## src/rtl/gpio_bus_arbiter_if.sv

```systemverilog
// Requester-side and GPIO-side signal bundle for gpio_bus_arbiter.
// The arbiter uses the slave modport; the masters and the GPIO stub use master.
interface gpio_bus_arbiter_if #(
  parameter int unsigned NUM_REQ = 2,
  parameter int unsigned DW      = 32,
  parameter int unsigned AW      = 2
);
  logic [NUM_REQ-1:0]    req;
  logic [NUM_REQ-1:0]    req_we;
  logic [NUM_REQ*AW-1:0] req_addr;
  logic [NUM_REQ*DW-1:0] req_wdata;
  logic [NUM_REQ-1:0]    gnt;
  logic [NUM_REQ-1:0]    rvalid;
  logic [DW-1:0]         rdata;
  logic                  busy;
  logic [AW-1:0]         gpio_addr;
  logic [DW-1:0]         gpio_data_in;
  logic                  gpio_rd_en;
  logic                  gpio_wr_en;
  logic [DW-1:0]         gpio_data_out;

  modport slave (
    input  req, req_we, req_addr, req_wdata, gpio_data_out,
    output gnt, rvalid, rdata, busy, gpio_addr, gpio_data_in, gpio_rd_en, gpio_wr_en
  );

  modport master (
    output req, req_we, req_addr, req_wdata, gpio_data_out,
    input  gnt, rvalid, rdata, busy, gpio_addr, gpio_data_in, gpio_rd_en, gpio_wr_en
  );
endinterface

```

## src/rtl/gpio_bus_arbiter.sv

```systemverilog
// Round-robin arbiter sharing one GPIO register port among NUM_REQ masters.
// One transaction in flight; reads wait out the GPIO's one-cycle registered read.
module gpio_bus_arbiter #(
  parameter int unsigned NUM_REQ = 2,
  parameter int unsigned DW      = 32,
  parameter int unsigned AW      = 2
) (
  input logic               clk,
  input logic               reset,
  gpio_bus_arbiter_if.slave bus
);

  localparam int unsigned IW = (NUM_REQ > 2) ? 2 : 1;

  typedef enum logic [1:0] {
    IDLE   = 2'd0,
    ISSUE  = 2'd1,
    RDWAIT = 2'd2,
    RESP   = 2'd3
  } state_t;

  state_t              r_state;
  state_t              w_state_d;
  logic [IW-1:0]       r_rr_ptr;
  logic [IW-1:0]       r_win_id;
  logic                r_we;
  logic [NUM_REQ-1:0]  r_gnt;
  logic [NUM_REQ-1:0]  r_rvalid;
  logic [DW-1:0]       r_rdata;
  logic                r_busy;
  logic [AW-1:0]       r_gpio_addr;
  logic [DW-1:0]       r_gpio_data_in;
  logic                r_gpio_rd_en;
  logic                r_gpio_wr_en;

  logic                w_req_any;
  logic [IW-1:0]       w_win_id;
  logic [IW-1:0]       w_idx;
  logic                w_sel_we;
  logic [AW-1:0]       w_sel_addr;
  logic [DW-1:0]       w_sel_wdata;
  logic                w_accept;
  logic [NUM_REQ-1:0]  w_gnt_d;
  logic [NUM_REQ-1:0]  w_rvalid_d;
  logic                w_rd_en_d;
  logic                w_wr_en_d;
  logic [IW-1:0]       w_rr_next;

  // Winner search: first asserted req starting at the rr pointer, wrapping.
  always_comb begin
    w_req_any = 1'b0;
    w_win_id  = '0;
    w_idx     = '0;
    for (int k = 0; k < int'(NUM_REQ); k++) begin
      w_idx = IW'((int'(r_rr_ptr) + k) % int'(NUM_REQ));
      if (!w_req_any && bus.req[w_idx]) begin
        w_req_any = 1'b1;
        w_win_id  = w_idx;
      end
    end
  end

  always_comb begin
    w_sel_we    = 1'b0;
    w_sel_addr  = '0;
    w_sel_wdata = '0;
    for (int k = 0; k < int'(NUM_REQ); k++) begin
      if (w_win_id == IW'(k)) begin
        w_sel_we    = bus.req_we[k];
        w_sel_addr  = bus.req_addr[k*int'(AW) +: AW];
        w_sel_wdata = bus.req_wdata[k*int'(DW) +: DW];
      end
    end
  end

  assign w_accept  = (r_state == IDLE) && w_req_any;
  assign w_rr_next = (r_win_id == IW'(NUM_REQ - 1)) ? '0 : r_win_id + IW'(1);

  // Next state and next values of the registered outputs.
  always_comb begin
    w_state_d  = r_state;
    w_gnt_d    = '0;
    w_rvalid_d = '0;
    w_rd_en_d  = 1'b0;
    w_wr_en_d  = 1'b0;
    case (r_state)
      IDLE: begin
        if (w_req_any) begin
          w_state_d = ISSUE;
          w_gnt_d   = NUM_REQ'(1) << w_win_id;
          w_wr_en_d = w_sel_we;
          w_rd_en_d = ~w_sel_we;
        end
      end
      ISSUE:   w_state_d = r_we ? IDLE : RDWAIT;
      RDWAIT: begin
        w_state_d  = RESP;
        w_rvalid_d = NUM_REQ'(1) << r_win_id;
      end
      RESP:    w_state_d = IDLE;
      default: w_state_d = IDLE;
    endcase
  end

  always_ff @(posedge clk) begin
    if (reset) begin
      r_state        <= IDLE;
      r_rr_ptr       <= '0;
      r_win_id       <= '0;
      r_we           <= 1'b0;
      r_gnt          <= '0;
      r_rvalid       <= '0;
      r_rdata        <= '0;
      r_busy         <= 1'b0;
      r_gpio_addr    <= '0;
      r_gpio_data_in <= '0;
      r_gpio_rd_en   <= 1'b0;
      r_gpio_wr_en   <= 1'b0;
    end else begin
      r_state      <= w_state_d;
      r_gnt        <= w_gnt_d;
      r_rvalid     <= w_rvalid_d;
      r_busy       <= (w_state_d != IDLE);
      r_gpio_rd_en <= w_rd_en_d;
      r_gpio_wr_en <= w_wr_en_d;
      if (w_accept) begin
        r_win_id       <= w_win_id;
        r_we           <= w_sel_we;
        r_gpio_addr    <= w_sel_addr;
        r_gpio_data_in <= w_sel_wdata;
      end
      if (r_state == ISSUE) begin
        r_rr_ptr <= w_rr_next;
      end
      // GPIO data_out is valid the cycle after rd_en.
      if (r_state == RDWAIT) begin
        r_rdata <= bus.gpio_data_out;
      end
    end
  end

  assign bus.gnt          = r_gnt;
  assign bus.rvalid       = r_rvalid;
  assign bus.rdata        = r_rdata;
  assign bus.busy         = r_busy;
  assign bus.gpio_addr    = r_gpio_addr;
  assign bus.gpio_data_in = r_gpio_data_in;
  assign bus.gpio_rd_en   = r_gpio_rd_en;
  assign bus.gpio_wr_en   = r_gpio_wr_en;

endmodule

```

## src/flat_wrapper.sv

```systemverilog
// flat-port wrapper written by rule: the top's interface ports become plain ports
module gpio_bus_arbiter_flat 
#(
  parameter int unsigned NUM_REQ = 2,
  parameter int unsigned DW      = 32,
  parameter int unsigned AW      = 2
)
  (clk, reset, bus_req, bus_req_we, bus_req_addr, bus_req_wdata, bus_gpio_data_out, bus_gnt, bus_rvalid, bus_rdata, bus_busy, bus_gpio_addr, bus_gpio_data_in, bus_gpio_rd_en, bus_gpio_wr_en);
  gpio_bus_arbiter_if #(.NUM_REQ(NUM_REQ), .DW(DW), .AW(AW)) bus_i ();
  input logic clk;
  input logic reset;
  input wire logic [$bits(bus_i.req)-1:0] bus_req;
  input wire logic [$bits(bus_i.req_we)-1:0] bus_req_we;
  input wire logic [$bits(bus_i.req_addr)-1:0] bus_req_addr;
  input wire logic [$bits(bus_i.req_wdata)-1:0] bus_req_wdata;
  input wire logic [$bits(bus_i.gpio_data_out)-1:0] bus_gpio_data_out;
  output wire logic [$bits(bus_i.gnt)-1:0] bus_gnt;
  output wire logic [$bits(bus_i.rvalid)-1:0] bus_rvalid;
  output wire logic [$bits(bus_i.rdata)-1:0] bus_rdata;
  output wire logic [$bits(bus_i.busy)-1:0] bus_busy;
  output wire logic [$bits(bus_i.gpio_addr)-1:0] bus_gpio_addr;
  output wire logic [$bits(bus_i.gpio_data_in)-1:0] bus_gpio_data_in;
  output wire logic [$bits(bus_i.gpio_rd_en)-1:0] bus_gpio_rd_en;
  output wire logic [$bits(bus_i.gpio_wr_en)-1:0] bus_gpio_wr_en;
  assign bus_i.req = bus_req;
  assign bus_i.req_we = bus_req_we;
  assign bus_i.req_addr = bus_req_addr;
  assign bus_i.req_wdata = bus_req_wdata;
  assign bus_i.gpio_data_out = bus_gpio_data_out;
  assign bus_gnt = bus_i.gnt;
  assign bus_rvalid = bus_i.rvalid;
  assign bus_rdata = bus_i.rdata;
  assign bus_busy = bus_i.busy;
  assign bus_gpio_addr = bus_i.gpio_addr;
  assign bus_gpio_data_in = bus_i.gpio_data_in;
  assign bus_gpio_rd_en = bus_i.gpio_rd_en;
  assign bus_gpio_wr_en = bus_i.gpio_wr_en;
  gpio_bus_arbiter #(.NUM_REQ(NUM_REQ), .DW(DW), .AW(AW)) u_core (.clk(clk), .reset(reset), .bus(bus_i));
endmodule
```

## config.mk

```make
export PLATFORM = sky130hd
export DESIGN_NAME = gpio_bus_arbiter_flat
export DESIGN_NICKNAME = d
export VERILOG_FILES = /design/src/rtl/gpio_bus_arbiter_if.sv /design/src/rtl/gpio_bus_arbiter.sv /design/src/flat_wrapper.sv
export SDC_FILE = /design/constraint.sdc
export NUM_CORES = 1
export LEC_CHECK = 0
export ABC_AREA = 1
export CAP_MARGIN = 20
export CORE_ASPECT_RATIO = 0.9
export CORE_MARGIN = 2
export CORE_UTILIZATION = 25
export CTS_BUF_LIST = sky130_fd_sc_hd__clkbuf_8
export CTS_CLUSTER_SIZE = 24
export DETAILED_ROUTE_END_ITERATION = 16
export DONT_BUFFER_PORTS = 1
export PLACE_DENSITY = 0.39
export SYNTH_ARGS = -nofsm -noshare
export SYNTH_HDL_FRONTEND = slang
export SYNTH_SLANG_ARGS = --single-unit
```

## constraint.sdc

```tcl
create_clock -name clk -period 1.5 [get_ports clk]
set_input_delay 0.3 -clock clk [delete_from_list [all_inputs] [get_ports clk]]
set_output_delay 0.3 -clock clk [all_outputs]
set_load 0.005 [all_outputs]
```

# After elaboration in Yosys (flattened, before gate mapping)
# Cells that the tools add are included.
# word_totals
output_inout_bits	73
word_cells	47
inputBits	106
reg_bits	78
# classes
add_sub_neg	2
n_bitwise	4
shift	2
magnitude_cmp	2
n_eq_ne	3
n_reduce_logical	7
muxes	15
# ops
cell	n
$mux 32	1
$mux 1	10
$pmux 2 s4	1
$mux 2	3
$eq 2x2->1 const B	2
$lt 1x2->1 const B	2
$not 1->1	4
$shl 1x1->2 const A	2
$reduce_or 3->1	1
$add 1x1->1 const B	2
$eq 2x1->1 const B	1
$logic_and 1x1->1	2
$logic_not 2->1	1
$reduce_bool 2->1	1
$reduce_or 2->1	1
$logic_not 1->1	1

# Logic depth before layout (Yosys ltp)
# Gate-level depths: netlist of run 1.
# depth
depth_word	9
mapped_depth	8
depth_no_buf	8

# Least setup slack after synthesis of run 1
# OpenSTA, ideal clock, no wires.
# synth_timing
path_type	input port to flip-flop
from	input port bus_req[1]
to	register u_core.r_gpio_addr[0], in the netlist u_core.bus.gpio_addr[0]
t_required_ns	1.380
cell_stages	7
setup_slack_ns	0.372
arrival_ns	1.008
setup_time_ns	0.120
path_buffers	3
cell_sequence	buf_6 > nor2_4 > nor2_8 > buf_8 > buf_6 > nand4_1 > nand3_1
# synth_between
elab_chain_cells	7
elab_cells_between_ends	12
# synth_rtl
item	line	source
start: declaration	flat_wrapper.sv:12	input wire logic [$bits(bus_i.req)-1:0] bus_req;
$mux 1 (implied by the code) (2 in a row)	gpio_bus_arbiter.sv:56	if (!w_req_any && bus.req[w_idx]) begin
$mux 1	gpio_bus_arbiter.sv:56	
$logic_not 1->1	gpio_bus_arbiter.sv:56	
$logic_and 1x1->1	gpio_bus_arbiter.sv:56	
$mux 1	gpio_bus_arbiter.sv:56	
$mux 2 or $logic_and 1x1->1 (tied branches)	gpio_bus_arbiter.sv:68, gpio_bus_arbiter.sv:76	
end signal: assignment	gpio_bus_arbiter.sv:129	r_gpio_addr <= w_sel_addr;
end: declaration	gpio_bus_arbiter.sv:31	logic [AW-1:0] r_gpio_addr;
# Several ways; a longest one is shown, not always the timed one. The select of a mux whose other input is x is not followed.
# A chain may end at the register's enable or synchronous reset.

# Worst setup path in the final report of run 1
# layout_timing
from	register u_core.r_state[0]
to	register u_core.r_gpio_data_in[5], in the netlist u_core.bus.gpio_data_in[5]
# layout_between
elab_chain_cells	2
# layout_rtl
item	line	source
start: declaration	gpio_bus_arbiter.sv:22	state_t r_state;
start signal: assignment	gpio_bus_arbiter.sv:120	r_state <= w_state_d;
$logic_not 2->1	gpio_bus_arbiter.sv:76	assign w_accept = (r_state == IDLE) && w_req_any;
$logic_and 1x1->1	gpio_bus_arbiter.sv:76	
end signal: assignment	gpio_bus_arbiter.sv:130	r_gpio_data_in <= w_sel_wdata;
end: declaration	gpio_bus_arbiter.sv:32	logic [DW-1:0] r_gpio_data_in;
# Every way passes these cells.

==> results of run 1 <==
[sequential cells by signal, indices dropped and copies added (netlist names)]
| register | count |
|---|---|
| u_core.r_win_id | 1 |
| u_core.bus.gpio_rd_en | 1 |
| u_core.bus.gpio_wr_en | 1 |
| u_core.bus.busy | 1 |
| u_core.bus.gpio_addr | 2 |
| u_core.bus.gnt | 2 |
| u_core.r_we | 1 |
| u_core.bus.rvalid | 2 |
| u_core.bus.gpio_data_in | 32 |
| u_core.bus.rdata | 32 |
| u_core.r_rr_ptr | 1 |
| u_core.r_state | 2 |
[power by group through the flow]
stage | clock, uW | combinational (uW) | sequential [uW]
2_1_floorplan | 0 | 848 | 2660
3_3_place_gp | 0 | 989 | 2760
3_5_place_dp | 0 | 1020 | 2750
4_1_cts | 1920 | 1020 | 2710
5_1_grt | 2020 | 1180 | 2750
6_report | 1820 | 1020 | 2700
[timing repair]
item / 4_1_cts / 5_1_grt
endpoints found under the setup margin: 0 / 7
hold buffers: 1 / 0
hold endpoints to repair: 1 / 0
[how the worst max path moves through the flow]
stage                       from                          end  slack (ns)
3_5_place_dp   u_core.r_state[0]  u_core.bus.gpio_data_in[11]        0.14
6_report       u_core.r_state[0]   u_core.bus.gpio_data_in[5]        0.12
5_1_grt        u_core.r_state[0]  u_core.bus.gpio_data_in[12]        0.01
3_3_place_gp   u_core.r_state[0]   u_core.bus.gpio_data_in[5]        0.19
4_1_cts        u_core.r_state[0]  u_core.bus.gpio_data_in[11]        0.12
2_1_floorplan         bus_req[1]      u_core.bus.gpio_addr[0]        0.37
[routing by layer]
layer  wire length [um]  global-route usage [%]
met5                  0                       0
met4                222                   4.697
met3               1046                   7.767
met2               4177                   21.54
met1               3824                   15.10
[kinds of logic after synthesis]
logic type / after synthesis / share of synthesized area, %
AO/OA/AOI/OAI: 51 / 7.990
AND/OR/NAND/NOR: 241 / 34.16
buffers and inverters: 56 / 8.970
flip-flops: 78 / 48.88
[cell type report]
cell class              instances  area (sq um)  share of cell area [%]
multi-input cells             293          1353                   37.69
inverters                      26         97.59                   2.720
clock buffers                  12         165.2                   4.603
flip-flops and latches         78          1562                   43.51
well taps                     164         205.2                   5.718
clock inverters                 4         68.82                   1.918
repair buffers                 13         137.6                   3.835
[stage by stage]
stage	power [uW]	std cells	util, %
finish	5543	590	28.50
global route	5948	590	28.50
CTS	5646	589	28.45
detailed placement	3766	572	26.52
global placement	3745	572	26.52
floorplan	3508	426	-
[layout by cell type (no fill, tap or decap)]
cell,n
dlygate4sd3_1,1
nor2_8,1
clkinv_2,1
nor2_2,12
nand2_2,1
dfxtp_1,78
bufinv_16,2
inv_2,5
buf_12,3
o21ai_0,43
nor2_4,2
nor2_1,104
a21oi_1,1
nand4_1,20
nand2_4,1
nand3_1,54
nand2_1,47
buf_4,9
o21ai_1,7
clkbuf_8,12
inv_1,22
[synth_stat cells, drive strengths merged]
cell | count | area share, %
o21ai | 50 | 7.8
nand2 | 49 | 6.1
clkbuf | 6 | 0.74
buf | 24 | 5.2
nand3 | 54 | 8.5
nand4 | 20 | 3.9
inv | 26 | 3.1
nor2 | 118 | 16
dfxtp | 78 | 49
a21oi | 1 | 0.16
==> results.json, run 1 <==
{
  "status": "completed",
  "ys_types": 21,
  "path_depth": 6,
  "synthesis.area_sq_mm": 0.003194,
  "nets": 527,
  "layout_min_cycle_time_ns": 1.375,
  "slew_headroom_pct": 62.81,
  "clk_pin_slew_ns": 0.08,
  "reg2reg_depth": 6,
  "yosys_warnings": 0,
  "max-vdd-ir-drop_mv": 0.5434,
  "grt_pass1_vias": 2845,
  "worstSetupEndpointType": "flip-flop",
  "vias_per_cell": 4.695,
  "drive_gt1_share_pct": 11.50,
  "grtUsageTotal_pct": 13.58,
  "crit_arrival_ns": 1.68,
  "std_cell_rows": 39,
  "gp_congestion": 0.7278,
  "tns_ns": 0,
  "area_growth_pct": 12.34,
  "criticalPathCategory": "flip-flop to flip-flop",
  "hold-worst-slack_ns": 0.04915,
  "fmax_mhz": 727.0,
  "path_cells": "inv_2, nand2_1, nor2_8, nor2_2, nand2_1, nand3_1",
  "rsz0062_at_grt": "false",
  "r2r_end": "u_core.bus.gpio_data_in[5]",
  "post_dp_cell_area_sq_mm": 0.003338,
  "power.share.sequential_pct": 48.7,
  "die_h_um": 111.2,
  "leakagePower_uw": 0.001565,
  "cts_tree": "built",
  "max_cap_viol_count": 0,
  "grt_pass1_wl_um": 14350,
  "cts_buffers": 9,
  "num_antenna_cells": 0,
  "synth-seq-cells": 78,
  "post-place-ws_ns": 0.1437,
  "worst_setup_path_start_kind": "flip-flop",
  "clock_path_buffers": 2,
  "syn_inst": 426,
  "post_cts_buffers": 0,
  "grt_max_degree": 41,
  "cp_slowest_cell": "nor2_2",
  "p_per_area_mw_per_mm2": 1545,
  "path_delay_family": "simple AND/OR/NAND/NOR gates",
  "drc": 0,
  "p_int_uw": 3843,
  "grt_overflow_total": 0,
  "postSynthAreaPerCell_sq_um": 7.498,
  "whs_path_depth": 1,
  "drv_slew": 0,
  "wl_per_cell_um": 15.71,
  "r2r_start": "u_core.r_state[0]",
  "p_sw_uw": 1700,
  "cts_root_buffer": "clkbuf_8",
  "p_comb_share_pct": 18.4,
  "setup_ws_ns": 0.1245,
  "drt-initial-drc-count": 143,
  "cp_common_cell": "nand2_1",
  "hold-path-endpoint": "u_core.bus.busy",
  "pwr-share-clk_pct": 32.9,
  "max_stage_delay_ns": 0.46,
  "insertion_delay_ns": 0.36,
  "die_w_um": 123.2,
  "worstPathMaxFanout": 11,
  "finalHoldViolations": 0,
  "worst_pin_slew_ns": 0.5572,
  "initial_utilization_pct": 25.37,
  "final_area_sq_mm": 0.003588,
  "pin_count": 179,
  "hp-start": "reset",
  "syn-num-nets": 532,
  "ant_nets": 0,
  "p_sw_share_pct": 30.67,
  "clock_sinks": 78,
  "wl_um": 9270,
  "yosysSeqAreaShare_pct": 48.88,
  "setup_viol_count_final": 0,
  "critPathBufInv": 1,
  "antenna_found_initial": 0,
  "die_area_sq_mm": 0.01370,
  "place.port_buffers": 0,
  "layout_worst_path_cycle_share_pct": 91.70,
  "dp_hpwl_um": 6273,
  "cts_resized": 0,
  "first_pass_iters": 4,
  "n_fill_cell": 1405,
  "core_sq_mm": 0.01259,
  "htreeDepth": 3,
  "worstHoldPathType": "input pin to flip-flop",
  "required_ns": 1.80,
  "rrSetupSlack_ns": 0.12,
  "vias": 2770,
  "fin_skew_ns": 0.002899
}
Power figures use the tool's default switching activity.
==> inputs of run 2 (changes only) <==
clock period = 1.55 ns   (was 1.5 ns; I/O delays follow)
==> run 2 against run 1 <==
Compared with the run above: routed wire length decreased by 0.46%; cell count shrank 0.34%; setup slack better by 0.045 ns; sequential cell count is the same; first-iteration DRC count decreased by 19%; sequential power fell by 3%; combinational power is essentially flat; critical path depth grew 1; largest cell class unchanged; highest routed layer unchanged.
==> results.json, run 2 (synthesized netlist as in run 1, its figures left out) <==
{
  "status": "completed",
  "drive_gt1_share_pct": 10.85,
  "die_w_um": 123.2,
  "core_sq_mm": 0.01259,
  "fin_skew_ns": 0.01122,
  "area_growth_pct": 10.50,
  "top_usage_layer": "met2",
  "hold-path-endpoint": "u_core.bus.busy",
  "setup_viol_count_final": 0,
  "final_common_cell": "nor2_1",
  "vias_per_cell": 4.648,
  "final_cell_mix": "nor2_1 (104), dfxtp_1 (78), nand3_1 (54)",
  "worstPathMaxFanout": 31,
  "first_pass_iters": 4,
  "r2r_start": "u_core.r_state[0]",
  "slew_headroom_pct": 62.64,
  "post_cts_buffers": 0,
  "layout_worst_path_cycle_share_pct": 89.06,
  "ant_nets": 0,
  "clock_path_buffers": 2,
  "initial_utilization_pct": 25.37,
  "worstHoldPathType": "input pin to flip-flop",
  "leakagePower_uw": 0.001540,
  "hp-start": "reset",
  "clk_pin_slew_ns": 0.08,
  "layout_min_cycle_time_ns": 1.380,
  "whs_path_depth": 1,
  "final_area_sq_mm": 0.003530,
  "grt_max_degree": 39,
  "die_h_um": 111.2,
  "drv_slew": 0,
  "criticalPathCategory": "flip-flop to flip-flop",
  "grt_pass1_wl_um": 14060,
  "std_cell_rows": 39,
  "wl_um": 9227,
  "num_antenna_cells": 0,
  "antenna_found_initial": 0,
  "tns_ns": 0,
  "cts_root_buffer": "clkbuf_8",
  "pin_count": 179,
  "use_met2_pct": 19.93,
  "p_per_area_mw_per_mm2": 1409,
  "grt_pass1_vias": 2679,
  "grt_overflow_total": 0,
  "dp_hpwl_um": 6312,
  "cts_buffers": 9,
  "htreeDepth": 3,
  "grtUsageTotal_pct": 13.45,
  "r2r_end": "u_core.bus.gpio_data_in[27]",
  "gp_congestion": 0.7492,
  "wl_per_cell_um": 15.69,
  "drc": 0,
  "clock_sinks": 78,
  "worstSetupEndpointType": "flip-flop",
  "worst_setup_path_start_kind": "flip-flop",
  "finalHoldViolations": 0,
  "rsz0062_at_grt": "false",
  "rrSetupSlack_ns": 0.17,
  "die_area_sq_mm": 0.01370,
  "place.port_buffers": 0,
  "cts_tree": "built",
  "gr-usage-met3_pct": 6.687,
  "required_ns": 1.80,
  "grtUsageMet1_pct": 16.30,
  "nets": 526,
  "fmax_mhz": 724.4,
  "crit_arrival_ns": 1.63,
  "reg2reg_depth": 7,
  "max-vdd-ir-drop_mv": 0.5279,
  "post_dp_cell_area_sq_mm": 0.003343,
  "drt-initial-drc-count": 116,
  "worst_pin_slew_ns": 0.5598,
  "insertion_delay_ns": 0.36,
  "vias": 2733,
  "max_cap_viol_count": 0
}
-- run 2: changes by cell type in the layout (fill, tap and decap cells not counted), sizes merged --
cell,change
clkbuf,-1
buf,-1
inv,+2
bufinv,-2
-- run 2: worst max path at each step --
stage | start | end | slack [ns] | depth (start not counted)
final | u_core.r_state[0] | u_core.bus.gpio_data_in[27] | 0.17 | 7
after global routing | u_core.r_state[1] | u_core.bus.gpio_data_in[27] | 0.02 | 7
after CTS | u_core.r_state[0] | u_core.bus.gpio_data_in[11] | 0.1 | 6
after detailed placement | u_core.r_state[0] | u_core.bus.gpio_data_in[16] | 0.12 | 6
after global placement | u_core.r_state[0] | u_core.bus.gpio_data_in[2] | 0.16 | 6
after floorplan | bus_req[1] | u_core.bus.gpio_addr[0] | 0.41 | 7
-- run 2: worst max-delay path, cell delays in order, from the launching register on --
cell and delay, ns:
dfxtp_1 0.35, inv_2 0.06, nand2_2 0.08, nor2_8 0.28, buf_12 0.23, nand2_1 0.07, nor2_1 0.13, nor2_1 0.05
-- run 2: final cells by class --
class	count	area, sq um
fill	1404	9060
sequential	78	1562
multi-input combinational	293	1355
tap	164	205.2
clock buffer	11	151.4
timing repair buffer	12	142.6
inverter	26	97.59
clock inverter	4	16.27
-- run 2: layer usage --
| metal | part of all wire [%] | vias up |
|---|---|---|
| met4 | 2.4 | 0 |
| met1 | 43 | 1230 |
| li1 | - | 1367 |
| met5 | 0 | - |
| met3 | 11 | 16 |
| met2 | 44 | 120 |
-- run 2: stage by stage --
stage                     instances  setup WS (ns)  power (uW)  hold slack (ns)  util, %
after floorplan                 426         0.4123        3395           0.3823        -
after global placement          571         0.1580        3648           0.3860    26.56
after detailed placement        571         0.1222        3656           0.3862    26.56
after CTS                       587        0.09566        5070          0.01968    27.97
after global routing            588        0.02074        5333          0.04587    28.04
final                           588         0.1696        4972          0.05659    28.04
-- run 2: timing repair --
item,CTS,global route
hold buffers,1,0
resized for setup,0,1
endpoints found under the hold margin,1,0
endpoints found under the setup margin,0,18
-- run 2: where the power goes --
part / total (uW) / internal, uW / switching (uW)
clock network: 1370 / 641 / 726
registers: 2610 / 2350 / 261
logic: 993 / 349 / 644
total: 4970 / 3340 / 1630
